<file path="src/rtl/pagerank_pkg.sv">
`default_nettype none
// ============================================================================
//  Module   : pagerank_pkg
//  Purpose  : Shared types and width helpers for the PageRank scatter engine.
//  Revision : 1.0 - initial release
// ============================================================================
package pagerank_pkg;

    // Scatter engine control states
    typedef enum logic [2:0] {
        ST_IDLE      = 3'd0,
        ST_NODE_RD   = 3'd1,
        ST_NODE_WAIT = 3'd2,
        ST_DIV       = 3'd3,
        ST_EDGE_RD   = 3'd4,
        ST_EDGE_WAIT = 3'd5,
        ST_EMIT      = 3'd6,
        ST_DONE      = 3'd7
    } scatter_state_t;

    // DEG_W: bits needed to hold any legal out-degree (0..max_deg)
    function automatic int deg_w_of(input int max_deg);
        return $clog2(max_deg + 1);
    endfunction

    // ACC_W: dangling accumulator width; one spare bit beyond nodes * max rank
    function automatic int acc_w_of(input int data_w, input int nodes);
        return data_w + $clog2(nodes) + 1;
    endfunction

endpackage
`default_nettype wire

</file>
<file path="src/rtl/pagerank_scatter_stream_divider.sv">
`default_nettype none
// ============================================================================
//  Module   : rank_divider
//  Purpose  : Restoring unsigned divider, one quotient bit per cycle.
//             The first bit is resolved on the start cycle itself so that
//             done pulses exactly DATA_W cycles after start.
//  Revision : 1.0 - initial release
// ============================================================================
module rank_divider #(
    parameter int DATA_W = 64,
    parameter int ID_W   = 32
) (
    input  logic              clock,
    input  logic              reset,
    input  logic              start,
    input  logic [DATA_W-1:0] dividend,
    input  logic [ID_W-1:0]   divisor,
    output logic [DATA_W-1:0] quotient,
    output logic              done
);
    localparam int CNT_W = $clog2(DATA_W + 1);

    logic [ID_W-1:0]   rem_q, rem_d, dvs_q, dvs_d;
    logic [DATA_W-1:0] quo_q, quo_d;
    logic [CNT_W-1:0]  cnt_q, cnt_d;
    logic              active_q, active_d, done_q, done_d;
    logic [ID_W-1:0]   src_rem, src_dvs;
    logic [DATA_W-1:0] src_quo;
    logic [ID_W:0]     trial;

    // One restoring step; on start the operands come straight from the ports
    always_comb begin
        src_rem  = start ? '0       : rem_q;
        src_quo  = start ? dividend : quo_q;
        src_dvs  = start ? divisor  : dvs_q;
        trial    = {src_rem, src_quo[DATA_W-1]};
        rem_d    = rem_q;
        quo_d    = quo_q;
        dvs_d    = dvs_q;
        cnt_d    = cnt_q;
        active_d = active_q;
        done_d   = 1'b0;
        if (start || active_q) begin
            if (trial >= {1'b0, src_dvs}) begin
                rem_d = ID_W'(trial - {1'b0, src_dvs});
                quo_d = {src_quo[DATA_W-2:0], 1'b1};
            end else begin
                rem_d = trial[ID_W-1:0];
                quo_d = {src_quo[DATA_W-2:0], 1'b0};
            end
        end
        if (start) begin
            dvs_d    = divisor;
            cnt_d    = CNT_W'(DATA_W - 1);
            active_d = 1'b1;
        end else if (active_q) begin
            cnt_d = cnt_q - CNT_W'(1);
            if (cnt_q == CNT_W'(1)) begin
                active_d = 1'b0;
                done_d   = 1'b1;
            end
        end
    end

    // Divider state registers
    always_ff @(posedge clock) begin
        if (reset) begin
            rem_q    <= '0;
            quo_q    <= '0;
            dvs_q    <= '0;
            cnt_q    <= '0;
            active_q <= 1'b0;
            done_q   <= 1'b0;
        end else begin
            rem_q    <= rem_d;
            quo_q    <= quo_d;
            dvs_q    <= dvs_d;
            cnt_q    <= cnt_d;
            active_q <= active_d;
            done_q   <= done_d;
        end
    end

    assign quotient = quo_q;
    assign done     = done_q;

endmodule
`default_nettype wire

</file>
<file path="src/rtl/pagerank_scatter_stream.sv">
`default_nettype none
// ============================================================================
//  Module   : pagerank_scatter_stream
//  Purpose  : CSR scatter engine: per source node computes rank/out_degree
//             once, then streams one (dest, contribution) message per edge.
//             Tracks dangling rank, malformed edges/degrees and completion.
//  Revision : 1.0 - initial release
// ============================================================================
module pagerank_scatter_stream
    import pagerank_pkg::*;
#(
    parameter int NODES_IN_PARTITION = 4,
    parameter int EDGES_IN_PARTITION = 80,
    parameter int TOTAL_NODES        = 1024,
    parameter int MAX_OUT_DEGREE     = 20,
    parameter int DATA_W             = 64,
    parameter int ID_W               = 32
) (
    input  logic                                          clock,
    input  logic                                          reset,
    input  logic                                          start,
    output logic                                          node_rd_en,
    output logic [$clog2(NODES_IN_PARTITION)-1:0]         node_rd_addr,
    input  logic [DATA_W-1:0]                             node_rank,
    input  logic [ID_W-1:0]                               node_degree,
    input  logic [$clog2(EDGES_IN_PARTITION)-1:0]         node_edge_base,
    output logic                                          edge_rd_en,
    output logic [$clog2(EDGES_IN_PARTITION)-1:0]         edge_rd_addr,
    input  logic [ID_W-1:0]                               edge_dest,
    output logic                                          msg_valid,
    input  logic                                          msg_ready,
    output logic [ID_W-1:0]                               msg_dest_id,
    output logic [DATA_W-1:0]                             msg_value,
    output logic                                          busy,
    output logic                                          done,
    output logic [ID_W-1:0]                               msg_count,
    output logic [DATA_W+$clog2(NODES_IN_PARTITION):0]    dangling_sum,
    output logic [1:0]                                    err
);
    localparam int NA_W  = $clog2(NODES_IN_PARTITION);
    localparam int EA_W  = $clog2(EDGES_IN_PARTITION);
    localparam int NI_W  = $clog2(NODES_IN_PARTITION + 1);
    localparam int DEG_W = deg_w_of(MAX_OUT_DEGREE);
    localparam int ACC_W = acc_w_of(DATA_W, NODES_IN_PARTITION);

    localparam logic [NI_W-1:0] NODE_END = NI_W'(NODES_IN_PARTITION);
    localparam logic [ID_W:0]   DEST_LIM = (ID_W + 1)'(TOTAL_NODES);
    localparam logic [ID_W-1:0] DEG_MAX  = ID_W'(MAX_OUT_DEGREE);

    scatter_state_t    state_q, state_d;
    logic [NI_W-1:0]   node_idx_q, node_idx_d;
    logic [DEG_W-1:0]  edge_cnt_q, edge_cnt_d, degree_q, degree_d;
    logic [EA_W-1:0]   edge_base_q, edge_base_d;
    logic [DATA_W-1:0] contrib_q, contrib_d, value_q, value_d;
    logic [ID_W-1:0]   dest_q, dest_d, count_q, count_d;
    logic [ACC_W-1:0]  dang_q, dang_d;
    logic [1:0]        err_q, err_d;
    logic              div_start, div_done, advance, last_edge;
    logic [DATA_W-1:0] div_quotient;

    rank_divider #(
        .DATA_W (DATA_W),
        .ID_W   (ID_W)
    ) u_div (
        .clock    (clock),
        .reset    (reset),
        .start    (div_start),
        .dividend (node_rank),
        .divisor  (node_degree),
        .quotient (div_quotient),
        .done     (div_done)
    );

    assign last_edge    = (({1'b0, edge_cnt_q} + (DEG_W + 1)'(1)) == {1'b0, degree_q});
    assign node_rd_addr = node_idx_q[NA_W-1:0];
    assign edge_rd_addr = edge_base_q + EA_W'(edge_cnt_q);

    // Next-state, counters and strobes; the advance step is shared by
    // EDGE_WAIT (dropped edge) and EMIT (accepted message)
    always_comb begin
        state_d     = state_q;
        node_idx_d  = node_idx_q;
        edge_cnt_d  = edge_cnt_q;
        degree_d    = degree_q;
        edge_base_d = edge_base_q;
        contrib_d   = contrib_q;
        value_d     = value_q;
        dest_d      = dest_q;
        count_d     = count_q;
        dang_d      = dang_q;
        err_d       = err_q;
        div_start   = 1'b0;
        advance     = 1'b0;
        node_rd_en  = 1'b0;
        edge_rd_en  = 1'b0;
        msg_valid   = 1'b0;
        done        = 1'b0;
        busy        = (state_q != ST_IDLE);
        case (state_q)
            ST_IDLE: begin
                if (start) begin
                    node_idx_d = '0;
                    count_d    = '0;
                    dang_d     = '0;
                    err_d      = '0;
                    state_d    = ST_NODE_RD;
                end
            end
            ST_NODE_RD: begin
                if (node_idx_q == NODE_END) begin
                    state_d = ST_DONE;
                end else begin
                    node_rd_en = 1'b1;
                    state_d    = ST_NODE_WAIT;
                end
            end
            ST_NODE_WAIT: begin
                if (node_degree == '0) begin
                    dang_d     = dang_q + ACC_W'(node_rank);
                    node_idx_d = node_idx_q + NI_W'(1);
                    state_d    = ST_NODE_RD;
                end else if (node_degree > DEG_MAX) begin
                    err_d[1]   = 1'b1;
                    node_idx_d = node_idx_q + NI_W'(1);
                    state_d    = ST_NODE_RD;
                end else begin
                    degree_d    = DEG_W'(node_degree);
                    edge_base_d = node_edge_base;
                    div_start   = 1'b1;
                    state_d     = ST_DIV;
                end
            end
            ST_DIV: begin
                if (div_done) begin
                    contrib_d  = div_quotient;
                    edge_cnt_d = '0;
                    state_d    = ST_EDGE_RD;
                end
            end
            ST_EDGE_RD: begin
                edge_rd_en = 1'b1;
                state_d    = ST_EDGE_WAIT;
            end
            ST_EDGE_WAIT: begin
                if ({1'b0, edge_dest} >= DEST_LIM) begin
                    err_d[0] = 1'b1;
                    advance  = 1'b1;
                end else begin
                    dest_d  = edge_dest;
                    value_d = contrib_q;
                    state_d = ST_EMIT;
                end
            end
            ST_EMIT: begin
                msg_valid = 1'b1;
                if (msg_ready) begin
                    count_d = count_q + ID_W'(1);
                    advance = 1'b1;
                end
            end
            ST_DONE: begin
                done    = 1'b1;
                state_d = ST_IDLE;
            end
            default: state_d = ST_IDLE;
        endcase
        if (advance) begin
            if (last_edge) begin
                node_idx_d = node_idx_q + NI_W'(1);
                state_d    = ST_NODE_RD;
            end else begin
                edge_cnt_d = edge_cnt_q + DEG_W'(1);
                state_d    = ST_EDGE_RD;
            end
        end
    end

    // State, counters and the registered message/status outputs
    always_ff @(posedge clock) begin
        if (reset) begin
            state_q     <= ST_IDLE;
            node_idx_q  <= '0;
            edge_cnt_q  <= '0;
            degree_q    <= '0;
            edge_base_q <= '0;
            contrib_q   <= '0;
            value_q     <= '0;
            dest_q      <= '0;
            count_q     <= '0;
            dang_q      <= '0;
            err_q       <= '0;
        end else begin
            state_q     <= state_d;
            node_idx_q  <= node_idx_d;
            edge_cnt_q  <= edge_cnt_d;
            degree_q    <= degree_d;
            edge_base_q <= edge_base_d;
            contrib_q   <= contrib_d;
            value_q     <= value_d;
            dest_q      <= dest_d;
            count_q     <= count_d;
            dang_q      <= dang_d;
            err_q       <= err_d;
        end
    end

    assign msg_dest_id  = dest_q;
    assign msg_value    = value_q;
    assign msg_count    = count_q;
    assign dangling_sum = dang_q;
    assign err          = err_q;

endmodule
`default_nettype wire

</file>
<file path="config.mk">
export PLATFORM = sky130hd
export DESIGN_NAME = pagerank_scatter_stream
export DESIGN_NICKNAME = d
export VERILOG_FILES = /design/src/rtl/pagerank_pkg.sv /design/src/rtl/pagerank_scatter_stream_divider.sv /design/src/rtl/pagerank_scatter_stream.sv
export SDC_FILE = /design/constraint.sdc
export NUM_CORES = 1
export LEC_CHECK = 0
export ABC_AREA = 1
export CAP_MARGIN = 20
export CORE_MARGIN = 5
export CORE_UTILIZATION = 40
export DETAILED_ROUTE_END_ITERATION = 16
export GPL_TIMING_DRIVEN = 0
export PLACE_DENSITY_LB_ADDON = 0.25
export SETUP_SLACK_MARGIN = 0.02
export SLEW_MARGIN = 20
export SYNTH_ARGS = -nofsm -noshare
export SYNTH_HDL_FRONTEND = slang
export SYNTH_HIERARCHICAL = 1
export SYNTH_SLANG_ARGS = --single-unit
export TNS_END_PERCENT = 50
</file>
<file path="constraint.sdc">
create_clock -name clock -period 11.95 [get_ports clock]
set_clock_uncertainty 0.05 [all_clocks]
set_input_delay 2.39 -clock clock [delete_from_list [all_inputs] [get_ports clock]]
set_output_delay 2.39 -clock clock [all_outputs]
set_load 0.02 [all_outputs]
</file>
==> results of run 1 <==
Yosys cell counts, types with 5 or more instances:
library cell | number | area, um^2
o21ai_0 | 165 | 826
nor2_1 | 505 | 1900
xor2_1 | 32 | 280
dfxtp_1 | 421 | 8430
nor3_1 | 39 | 195
nand2_1 | 1323 | 4970
nand3_1 | 252 | 1260
a21oi_1 | 281 | 1410
nand4_1 | 36 | 225
nand3b_1 | 15 | 113
nor2_4 | 5 | 56.3
buf_1 | 11 | 41.3
inv_2 | 12 | 45.0
o221ai_1 | 36 | 315
o21bai_1 | 5 | 37.5
inv_1 | 683 | 2560
nand2_2 | 7 | 43.8
mux2i_1 | 30 | 300
or2_2 | 36 | 225
clkbuf_1 | 109 | 409
nor2_2 | 15 | 93.8
buf_2 | 9 | 45.0
nand2_4 | 7 | 78.8
o211ai_1 | 6 | 45.0
buf_4 | 8 | 60.1
ha_1 | 107 | 1340
layer usage:
layer | track usage | up-vias | wire length (um)
met5 | 0 | - | 0
met4 | 0.0800 | 0 | 3160
met3 | 0.0439 | 157 | 7260
met2 | 0.443 | 956 | 43500
met1 | 0.351 | 12300 | 42400
li1 | - | 13900 | -
metrics by stage:
step | total power, mW | setup WS (ns) | area (um^2) | hold slack [ns] | cells
after global routing | 3.58 | 3.63 | 31900 | 0.408 | 5498
after global placement | 1.94 | 3.55 | 30300 | 0.375 | 5409
after floorplan | 1.73 | 5.86 | 25700 | 0.391 | 4205
after CTS | 3.49 | 4.21 | 31900 | 0.388 | 5495
final | 3.45 | 4.09 | 31900 | 0.387 | 5498
after detailed placement | 1.94 | 3.60 | 30300 | 0.378 | 5409
worst paths after layout:
| path | from | end | slack [ns] | cells past startpoint |
|---|---|---|---|---|
| min reg2reg | msg_dest_id[16]$_SDFFE_PP0P_ | msg_dest_id[16]$_SDFFE_PP0P_ | 0.39 | 2 |
| max | node_degree[31] | u_div/rem_q[0]$_SDFFE_PP0P_ | 4.09 | 29 |
| min | msg_dest_id[16]$_SDFFE_PP0P_ | msg_dest_id[16]$_SDFFE_PP0P_ | 0.39 | 2 |
| max reg2reg | state_q[0]$_SDFFE_PP0P_ | u_div/rem_q[0]$_SDFFE_PP0P_ | 6.18 | 24 |
kinds of logic (layout without fill, tap and decap cells):
| group | Yosys count | count (layout) | share of synthesized area |
|---|---|---|---|
| multiplexers | 30 | 30 | 0.0117 |
| XOR/XNOR | 36 | 36 | 0.0122 |
| AO/OA/AOI/OAI | 509 | 509 | 0.107 |
| other | 0 | 3 | 0 |
| AND/OR/NAND/NOR | 2259 | 2259 | 0.362 |
| flip-flops | 421 | 421 | 0.327 |
| adder cells (fa/ha/maj) | 110 | 110 | 0.0543 |
| buffers and inverters | 840 | 1275 | 0.126 |
flip-flops by register name, summed over array words and instances, names as in the netlist, 32 cells and up:
name,cells
u_div/rem_q,32
u_div/dvs_q,32
dangling_sum,67
msg_count,32
u_div/quotient,64
msg_dest_id,32
msg_value,64
contrib_q,64
worst max-delay path, delay by kind of cell:
family,cells,cell delay [ns]
buffers and inverters,9,2.80
multiplexers,1,0.29
AND/OR/NAND/NOR,16,2.06
adder cells (fa/ha/maj),1,0.33
AO/OA/AOI/OAI,2,0.36
final cells by class:
type	instances	area (um^2)
fill	6754	32200
multi-input combinational	2944	14100
antenna	3	7.51
sequential	421	8430
tap	855	1070
clock inverter	18	256
timing repair buffer	349	3490
buffer	141	611
clock buffer	68	1380
inverter	699	2630
power breakdown:
group	switching, mW	internal, mW	total, mW
clock network	0.622	0.914	1.54
registers	0.0194	1.42	1.44
logic	0.320	0.160	0.480
==> impl_metrics.py, run 1 <==
metrics = {
    "worst_setup_path": {
        "timing.critical_path.required_ns": 12.38,
        "end_kind": "register",
        "critPathLaunchType": "input port",
        "criticalPathCategory": "in2reg",
        "critPathMaxFanout": 10,
        "worst_ep_arrival_time_ns": 8.29,
        "largest_stage_delay_on_the_critical_path_ns": 0.64,
        "critical-path-slowest-cell": "clkbuf_1",
        "critPathMostFrequentCell": "nand2_1",
    },
    "cells_and_area": {
        "final_nets": 4853,
        "layout.cells.most_common_list": "1323 x nand2_1, 683 x inv_1, 505 x nor2_1",
        "drive_gt1_frac": 0.0407,
        "relative_area_change_from_synthesis_to_final_layout_pct": 24.1,
        "utilization": 0.498,
        "mostFrequentLayoutCell": "nand2_1",
    },
    "detailed_routing": {
        "detail_route.drc_violations": 0,
        "post_drt_via_cell_ratio": 4.97,
        "drt_first_iter_violations": 2351,
        "drt_pass1_iterations": 6,
        "route.antenna.remaining_nets": 0,
        "drt-total-wl_um": 96400,
        "routed_wire_length_per_instance_um": 17.5,
        "dr_total_vias": 27300,
    },
    "timing": {
        "rsz_0062_raised_after_global_routing": "false",
        "timing.final.hold_violations": 0,
        "timing.max_slew.rel_slack": 0.372,
        "setup_violations": 0,
        "timing_max_transition_violations_final": 0,
        "min_period_ns": 7.86,
        "worst-slew-pin-transition_ns": 0.942,
        "max_clock_freq_mhz": 127,
        "fin_crit_sh": 0.658,
        "final.setup.tns_ns": 0,
    },
    "placement": {
        "place.gp.congestion": 1.01,
        "numPortBuffers": 349,
        "dp_hpwl_um": 78900,
    },
    "global_route": {
        "grt_pass1_vias": 25800,
        "pin_count_of_the_biggest_net_entering_global_routing": 14,
        "grt_util_all_layers": 0.264,
        "globalRoute.totalOverflow": 0,
        "global_route_wire_length_before_repair_um": 146000,
        "grt_antenna_before_repair": 3,
    },
    "clocking": {
        "htree_num_levels": 2,
        "postCtsResizedCells": 0,
        "cts_setup_buffers": 0,
        "hold_buffers": 0,
        "cts.sinks": 421,
        "clock_latency_ns": 0.61,
        "cts_tree": "done",
        "cts_root_buf": "clkbuf_16",
        "cts-root-to-sink-buffers": 3,
        "clk_pin_slew_worst_paths_ns": 0.06,
        "tritoncts.num_buffers": 48,
    },
    "power_and_ir_drop": {
        "worst_ir_drop_vdd_uv": 108,
        "leakagePower_nw": 15.3,
        "power_per_cell_area_mw_per_mm2": 108,
    },
    "floorplan": {
        "io-pin-count": 350,
        "initial_utilization": 0.401,
        "floorplan.rows": 93,
        "die_h_um": 264,
        "floorplan.die_area_mm2": 0.0695,
        "die_w_um": 264,
        "fp.coreArea_mm2": 0.0641,
    },
    "yosys": {
        "synthFlopType": "dfxtp_1",
        "ys_ff_latch": 421,
        "synth_seq_area_share": 0.327,
        "number_of_enable_flip_flop_cells_after_synthesis": 0,
        "synth.avg_cell_area_um2": 6.12,
        "synth_cells": 4205,
        "ys_async_sr_fraction": 0,
        "synth.net_count": 4454,
        "yosys_warnings": 6,
        "synth_area_mm2": 0.0257,
        "ys_types": 50,
    },
    "run": {
        "max-cap-violations": 0,
    },
    "worst_hold_path": {
        "hold_class": "reg2reg",
    },
    "run_status": {
        "outcome": "complete, no violations",
    },
}
No activity file was read; power rests on OpenSTA's default activity.
==> run 2, diff against run 1 <==
==> constraint.sdc (replaced) <==
create_clock -name clock -period 7.42 [get_ports clock]
set_clock_uncertainty 0.05 [all_clocks]
set_input_delay 1.484 -clock clock [delete_from_list [all_inputs] [get_ports clock]]
set_output_delay 1.484 -clock clock [all_outputs]
set_load 0.02 [all_outputs]
==> run 2 against run 1 <==
Against the previous run:
- clock-buffer cell count unchanged
- via count decreased by 0.40%
- flip-flop and latch count unchanged
- die area unchanged
- power increased by 61%
- critical path type unchanged
- critical endpoint unchanged
==> impl_metrics.py, run 2 (synthesis gave the netlist of run 1 again) <==
metrics = {
    "cells_and_area": {
        "number_of_filler_instances_in_the_final_layout": 6754,
        "layout.cells.most_common_list": "1323 x nand2_1, 683 x inv_1, 505 x nor2_1",
        "relative_area_change_from_synthesis_to_final_layout_pct": 24.1,
        "utilization": 0.498,
        "layout.cell_area.non_filler_mm2": 0.0319,
        "final_nets": 4852,
        "stdcell_count": 5497,
        "drive_gt1_frac": 0.0407,
        "largest_register_ffs": 67,
        "mostFrequentLayoutCell": "nand2_1",
    },
    "power_and_ir_drop": {
        "leakagePower_nw": 15.3,
        "power_per_cell_area_mw_per_mm2": 174,
        "worst_ir_drop_vdd_uv": 174,
        "power_mw": 5.56,
    },
    "run": {
        "max-cap-violations": 0,
    },
    "detailed_routing": {
        "drt_pass1_iterations": 6,
        "detail_route.drc_violations": 0,
        "post_drt_via_cell_ratio": 4.95,
        "routed_wire_length_per_instance_um": 17.5,
        "dr_total_vias": 27200,
        "route.antenna.remaining_nets": 0,
        "drt-total-wl_um": 96100,
        "drt_first_iter_violations": 2288,
    },
    "timing": {
        "final.setup.tns_ns": 0,
        "worst-slew-pin-transition_ns": 0.964,
        "fin_crit_sh": 0.922,
        "rsz_0062_raised_after_global_routing": "false",
        "timing.final.hold_violations": 0,
        "timing.max_slew.rel_slack": 0.357,
        "hold_ws_ns": 0.387,
        "timing_max_transition_violations_final": 0,
        "max_clock_freq_mhz": 146,
        "min_period_ns": 6.84,
        "setup_violations": 0,
        "final_critical_path_setup_slack_ns": 0.578,
    },
    "worst_hold_path": {
        "timing.hold.worst_path_depth": 2,
        "worst_hold_startpoint": "msg_dest_id[16]$_SDFFE_PP0P_",
        "worstHoldEndpoint": "msg_dest_id[16]$_SDFFE_PP0P_",
        "hold_class": "reg2reg",
    },
    "worst_setup_path": {
        "critPathMaxFanout": 19,
        "critPathMostFrequentCell": "nand2_1",
        "r2r_start": "state_q[0]$_SDFFE_PP0P_",
        "end_kind": "register",
        "worst_ep_arrival_time_ns": 7.28,
        "timing.critical_path.required_ns": 7.86,
        "largest_stage_delay_on_the_critical_path_ns": 0.74,
        "worst_r2r_endpoint": "u_div/rem_q[0]$_SDFFE_PP0P_",
        "criticalPathCategory": "in2reg",
        "critical-path-slowest-cell": "buf_1",
        "ff2ff_setup_slack_ns": 1.79,
        "worstRegToRegCells": 25,
        "critPathLaunchType": "input port",
    },
    "global_route": {
        "pin_count_of_the_biggest_net_entering_global_routing": 14,
        "grt_antenna_before_repair": 3,
        "grt_util_all_layers": 0.264,
        "globalRoute.totalOverflow": 0,
        "grt_pass1_vias": 25800,
        "global_route_wire_length_before_repair_um": 146000,
    },
    "clocking": {
        "htree_num_levels": 2,
        "clock_latency_ns": 0.61,
        "cts-root-to-sink-buffers": 3,
        "cts_root_buf": "clkbuf_16",
        "clk_pin_slew_worst_paths_ns": 0.06,
        "cts_setup_buffers": 0,
        "cts_tree": "done",
        "hold_buffers": 0,
        "postCtsResizedCells": 0,
        "cts.sinks": 421,
        "tritoncts.num_buffers": 48,
    },
    "floorplan": {
        "io-pin-count": 350,
        "initial_utilization": 0.401,
        "floorplan.die_area_mm2": 0.0695,
        "die_h_um": 264,
        "fp.coreArea_mm2": 0.0641,
        "floorplan.rows": 93,
        "die_w_um": 264,
    },
    "placement": {
        "dp_cells": 5409,
        "dp_hpwl_um": 78900,
        "dp_worst_slack_ns": -0.0275,
        "numPortBuffers": 349,
        "placed_area_mm2": 0.0303,
        "place.gp.congestion": 1.01,
    },
    "run_status": {
        "outcome": "complete, no violations",
    },
}
## run 2: cell count changes in the layout (fill, tap and decap cells not counted), sizes merged
cell,previous run,this run
clkbuf,177,176
## run 2: worst max-delay path: cells and delay by family
kind / cells / cell delay [ns]
and+or+nand+nor: 20 / 2.33
buffers and inverters: 8 / 3.04
adders and majority gates: 1 / 0.24
AOI/OAI and AO/OA: 1 / 0.16
## run 2: how the worst max path moves through the flow
stage	start	endpoint	slack (ns)	cells past startpoint
6_report	node_degree[31]	u_div/rem_q[0]$_SDFFE_PP0P_	0.58	30
5_1_grt	node_degree[31]	u_div/rem_q[0]$_SDFFE_PP0P_	0.13	30
4_1_cts	node_degree[31]	u_div/rem_q[0]$_SDFFE_PP0P_	0.59	29
3_5_place_dp	node_degree[31]	u_div/rem_q[0]$_SDFFE_PP0P_	-0.03	29
3_3_place_gp	node_degree[31]	u_div/rem_q[16]$_SDFFE_PP0P_	-0.07	30
2_1_floorplan	node_degree[20]	u_div/rem_q[12]$_SDFFE_PP0P_	2.24	29
## run 2: per-layer routing
metal / vias to the layer above / part of all wire / GRT usage
li1: 13900 / - / -
met1: 12300 / 0.44 / 0.351
met2: 895 / 0.45 / 0.443
met3: 146 / 0.073 / 0.0439
met4: 0 / 0.032 / 0.0800
met5: - / 0 / 0
## run 2: final cells by class
class,count,area (um^2),share of cell area
well taps,855,1070,0.0335
clock buffers,68,1380,0.0431
inverters,699,2630,0.0822
plain buffers,140,607,0.0190
multi-input cells,2944,14100,0.441
clock inverters,18,256,0.00803
repair buffers,349,3490,0.109
diodes,3,7.51,0.000235
flip-flops and latches,421,8430,0.264
## run 2: report_power, final
| part | internal, mW | switching (mW) | total (mW) | leakage [nW] |
|---|---|---|---|---|
| clock network | 1.47 | 1.00 | 2.48 | 0.797 |
| logic | 0.257 | 0.516 | 0.773 | 11.1 |
| registers | 2.28 | 0.0312 | 2.31 | 3.39 |
